==> config.mk <==
export PLATFORM = sky130hd
export DESIGN_NAME = dcache_wb_direct
export DESIGN_NICKNAME = d
export VERILOG_FILES = /design/src/rtl/dcache_wb_direct.sv
export SDC_FILE = /design/constraint.sdc
export NUM_CORES = 1
export LEC_CHECK = 0
export CAP_MARGIN = 20
export CORE_MARGIN = 2
export CORE_UTILIZATION = 55
export DETAILED_ROUTE_END_ITERATION = 6
export PLACE_DENSITY = 0.76
export SYNTH_ARGS = -nofsm -noshare
export SYNTH_HDL_FRONTEND = slang
export SYNTH_SLANG_ARGS = --single-unit
==> constraint.sdc <==
create_clock -name clk -period 7.8 [get_ports clk]
set_clock_uncertainty 0.15 [all_clocks]
set_input_delay 1.56 -clock clk [delete_from_list [all_inputs] [get_ports clk]]
set_output_delay 1.56 -clock clk [all_outputs]
set_load 0.01 [all_outputs]
==> src/rtl/dcache_wb_direct.sv <==
// Direct-mapped write-back/write-allocate data cache with 4-word lines.
// States: IDLE = serve hits, detect misses | WRITEBACK = flush dirty victim | ALLOCATE = refill line
module dcache_wb_direct #(
  parameter int INDEX_W = 3,
  localparam int TAG_W = 28 - INDEX_W
) (
  input  logic         clk,
  input  logic         rst_n,
  input  logic         proc_read,
  input  logic         proc_write,
  input  logic [29:0]  proc_addr,
  input  logic [31:0]  proc_wdata,
  output logic         proc_stall,
  output logic [31:0]  proc_rdata,
  output logic         mem_read,
  output logic         mem_write,
  output logic [27:0]  mem_addr,
  output logic [127:0] mem_wdata,
  input  logic         mem_ready,
  input  logic [127:0] mem_rdata
);

  localparam int LINES = 1 << INDEX_W;

  typedef enum logic [1:0] {S_IDLE, S_WRITEBACK, S_ALLOCATE} state_t;

  state_t r_state;
  state_t w_next;

  logic [LINES-1:0] r_valid;
  logic [LINES-1:0] r_dirty;
  logic [TAG_W-1:0] r_tag  [LINES];
  logic [127:0]     r_data [LINES];

  logic [INDEX_W-1:0] w_idx;
  logic [1:0]         w_off;
  logic [TAG_W-1:0]   w_tag;
  logic               w_req;
  logic               w_hit;
  logic [127:0]       w_line;
  logic [31:0]        w_word;
  logic               w_wr_hit;
  logic               w_fill;

  assign w_idx    = proc_addr[INDEX_W+1:2];
  assign w_off    = proc_addr[1:0];
  assign w_tag    = proc_addr[29:INDEX_W+2];
  assign w_req    = proc_read | proc_write;
  assign w_hit    = r_valid[w_idx] & (r_tag[w_idx] == w_tag);
  assign w_line   = r_data[w_idx];
  assign w_word   = w_line[{w_off, 5'd0} +: 32];
  // A simultaneous read+write is a write.
  assign w_wr_hit = (r_state == S_IDLE) & proc_write & w_hit;
  assign w_fill   = (r_state == S_ALLOCATE) & mem_ready;

  always_ff @(posedge clk or negedge rst_n) begin
    if (!rst_n) begin
      r_state <= S_IDLE;
    end else begin
      r_state <= w_next;
    end
  end

  always_comb begin
    w_next = r_state;
    case (r_state)
      S_IDLE: begin
        if (w_req && !w_hit) begin
          w_next = (r_valid[w_idx] && r_dirty[w_idx]) ? S_WRITEBACK : S_ALLOCATE;
        end
      end
      S_WRITEBACK: if (mem_ready) w_next = S_ALLOCATE;
      S_ALLOCATE:  if (mem_ready) w_next = S_IDLE;
      default:     w_next = S_IDLE;
    endcase
  end

  // Outputs are forced low while reset is asserted, aborting any memory transaction.
  always_comb begin
    proc_stall = 1'b0;
    proc_rdata = 32'd0;
    mem_read   = 1'b0;
    mem_write  = 1'b0;
    mem_addr   = 28'd0;
    mem_wdata  = 128'd0;
    if (rst_n) begin
      case (r_state)
        S_IDLE: begin
          proc_stall = w_req & ~w_hit;
          if (proc_read && !proc_write && w_hit) proc_rdata = w_word;
        end
        S_WRITEBACK: begin
          proc_stall = 1'b1;
          mem_write  = 1'b1;
          mem_addr   = {r_tag[w_idx], w_idx};
          mem_wdata  = w_line;
        end
        S_ALLOCATE: begin
          proc_stall = 1'b1;
          mem_read   = 1'b1;
          mem_addr   = proc_addr[29:2];
        end
        default: ;
      endcase
    end
  end

  always_ff @(posedge clk or negedge rst_n) begin
    if (!rst_n) begin
      r_valid <= '0;
      r_dirty <= '0;
    end else if (w_fill) begin
      r_valid[w_idx] <= 1'b1;
      r_dirty[w_idx] <= 1'b0;
    end else if (w_wr_hit) begin
      r_dirty[w_idx] <= 1'b1;
    end
  end

  // Tag and data arrays carry no reset; valid bits gate their use.
  always_ff @(posedge clk) begin
    if (w_fill) begin
      r_data[w_idx] <= mem_rdata;
      r_tag[w_idx]  <= w_tag;
    end else if (w_wr_hit) begin
      r_data[w_idx][{w_off, 5'd0} +: 32] <= proc_wdata;
    end
  end

endmodule

==> impl_metrics.yaml <==
worst_setup_path:
  critPathMaxFanout: 58
  start_kind: "input port"
  crit_arrival_ns: 5.55
  cp.required_ns: 6.09
  end_kind: "output port"
  r2r_cells: 10
  crit_type: "input port to output port"
global_route:
  grt_pass1_wl_um: 234000
  gr-usage-all-layers: 0.354
  grt_pass1_vias: 32000
  grt_max_degree: 72
  antenna_found_initial: 6
  gr-total-overflow: 0
timing:
  timing.fmax_ghz: 0.138
  tightestPinTransition_ns: 1.36
  rsz0062_at_grt: "false"
  relSlewSlack: 0.0937
  fin_ws_ns: 0.537
  setup_viol: 0
  min_period_over_period: 0.931
  period_needed_ns: 7.26
  hold_slack_ns: 0.323
  fin_tns_setup_ns: 0
  drv_slew: 0
  hold_viol: 0
route:
  post_drt_wl_per_cell_um: 34.8
  wirelength_um: 169000
  drtIter0Drc: 5632
  viasPerCell: 6.88
  vias: 33300
  firstDrtPassIters: 6
  drc: 0
  drtAntennaViolNets: 0
yosys:
  ys_top_cells_by_area: "edfxtp_1, a22oi_1, mux2i_1, mux4_2, nor2_1"
  ys_ff_latch: 1242
  synthTopCellsByCount: "edfxtp_1, a22oi_1, nor2_1"
  yosysWarnings: 0
  async_flop_share: 0.0145
  ys_seq_area_frac: 0.736
  synth-edff-count: 1224
  synth.most_common_cell: "edfxtp_1"
  synth.largest_area_cell: "edfxtp_1"
  syn_area_um2: 50600
  syn_nets: 3314
  avgSynthCellArea_um2: 16.3
  ys_types: 72
  yosys_most_used_dff: "edfxtp_1"
  synth_top_area_share: 0.727
  syn_inst: 3110
clocking:
  cts.clk_slew.worst_paths_ns: 0.06
  postCtsSetupRepairBufs: 0
  root_buffer: "clkbuf_16"
  clk_path_buf_depth: 3
  cts_tree: "done"
  cts.repair.resized: 0
  clkSinkCount: 1242
  cts_made_buffers: 117
  cts_hold_buf: 0
  htree_levels: 3
  clk_latency_ns: 0.71
floorplanning:
  coreArea_um2: 91400
  start_util: 0.554
  die_h_um: 307
  die_w_um: 307
  io_pins: 386
  die_area_um2: 94400
  row_count: 111
placement:
  io_buffers: 385
  dpl_worst_slack_ns: 0.638
  place_area_um2: 56900
  place_congestion: 0.887
  place_hpwl_um: 105000
pwr:
  leakage_nw: 20.6
  ir_worst_vdd_mv: 0.240
  power_density_nw_per_um2: 245
layout:
  layout-drive-gt1-share: 0.144
  design_area_um2: 60700
  fin_util: 0.665
  syn_to_final_growth_pct: 20.1
  final_nets: 3761
worst_hold_path:
  hp-class: "flip-flop to flip-flop"
  hold_depth: 1
run_status:
  status: "finished, final reports clean"
run:
  drv_cap: 0
routing by layer:
metal / vias up / GRT usage / routed length [um]
met4: 10 / 0.178 / 10300
met2: 3189 / 0.517 / 73700
met5: - / 0 / 80
met3: 615 / 0.122 / 27100
li1: 13200 / - / -
met1: 16300 / 0.474 / 57600
cells by family (layout without fill, tap and decap cells):
group / Yosys count / after routing / share of synthesized area
compound gates: 625 / 625 / 0.0914
xor+xnor: 16 / 16 / 0.00277
fa+ha+maj: 9 / 9 / 0.00223
buf+inv: 343 / 888 / 0.0306
flops: 1242 / 1242 / 0.736
mux: 323 / 323 / 0.0841
other cells: 0 / 3 / 0
simple gates: 552 / 552 / 0.0533
metrics by stage:
step / std cells / power, mW
6_report: 4844 / 14.9
5_1_grt: 4841 / 15.2
4_1_cts: 4841 / 14.8
3_5_place_dp: 4624 / 9.22
3_3_place_gp: 4624 / 9.19
2_1_floorplan: 3110 / 8.47
worst max-delay path, stage by stage:
cell             delay, ns
clkbuf_8              0.51
buf_4                 0.37
buf_4                 0.25
nor2_1                0.09
buf_4                 0.23
a221oi_1              0.31
nor2_1                0.08
a221oi_1              1.04
mux4_2                0.51
nor2_1                0.06
clkdlybuf4s50_1       0.49
report_power, final:
group	internal [mW]	leakage, nW	total [mW]	switching, mW
clock network	3.23	1.89	5.71	2.48
logic	0.502	7.40	1.50	0.996
registers	7.58	11.3	7.64	0.0609
total	11.3	20.6	14.9	3.54
sequential cells by signal, summed over array words and instances, names as in the netlist, named ones only:
name / cells
r_data: 1024
r_tag: 200
r_valid: 8
r_state: 2
layout by cell type (no fill, tap or decap), drive strengths merged, types with 32 or more instances in the layout:
cell / instances
a22oi: 297
o21ai: 32
a22o: 56
clkdlybuf4s50: 381
clkinv: 56
a221oi: 92
buf: 153
mux4: 76
inv: 137
a21oi: 92
and3: 54
mux2: 53
nor2: 221
and4: 36
clkbuf: 147
mux2i: 194
nand2: 159
edfxtp: 1224
worst paths after layout:
| kind | start | endpoint | slack (ns) |
|---|---|---|---|
| max | proc_addr[3] | proc_rdata[11] | 0.54 |
| min in group asynchronous | rst_n | r_state[0] | 1.25 |
| max reg2reg | r_tag[6][21] | r_data[3][122] | 2.91 |
| min | r_valid[2] | r_valid[2] | 0.32 |
| max in group asynchronous | rst_n | asynchronous set/reset pin | 6.01 |
| min reg2reg | r_valid[2] | r_valid[2] | 0.32 |
layout make-up:
cell class	count	area, um2
sequential	1242	37200
fill	6026	30700
multi-input combinational	1525	12300
timing repair buffer	535	5370
clock buffer	146	3070
tap	1186	1480
clock inverter	71	802
inverter	136	510
antenna	3	7.51
(Power assumes the default switching activity.)
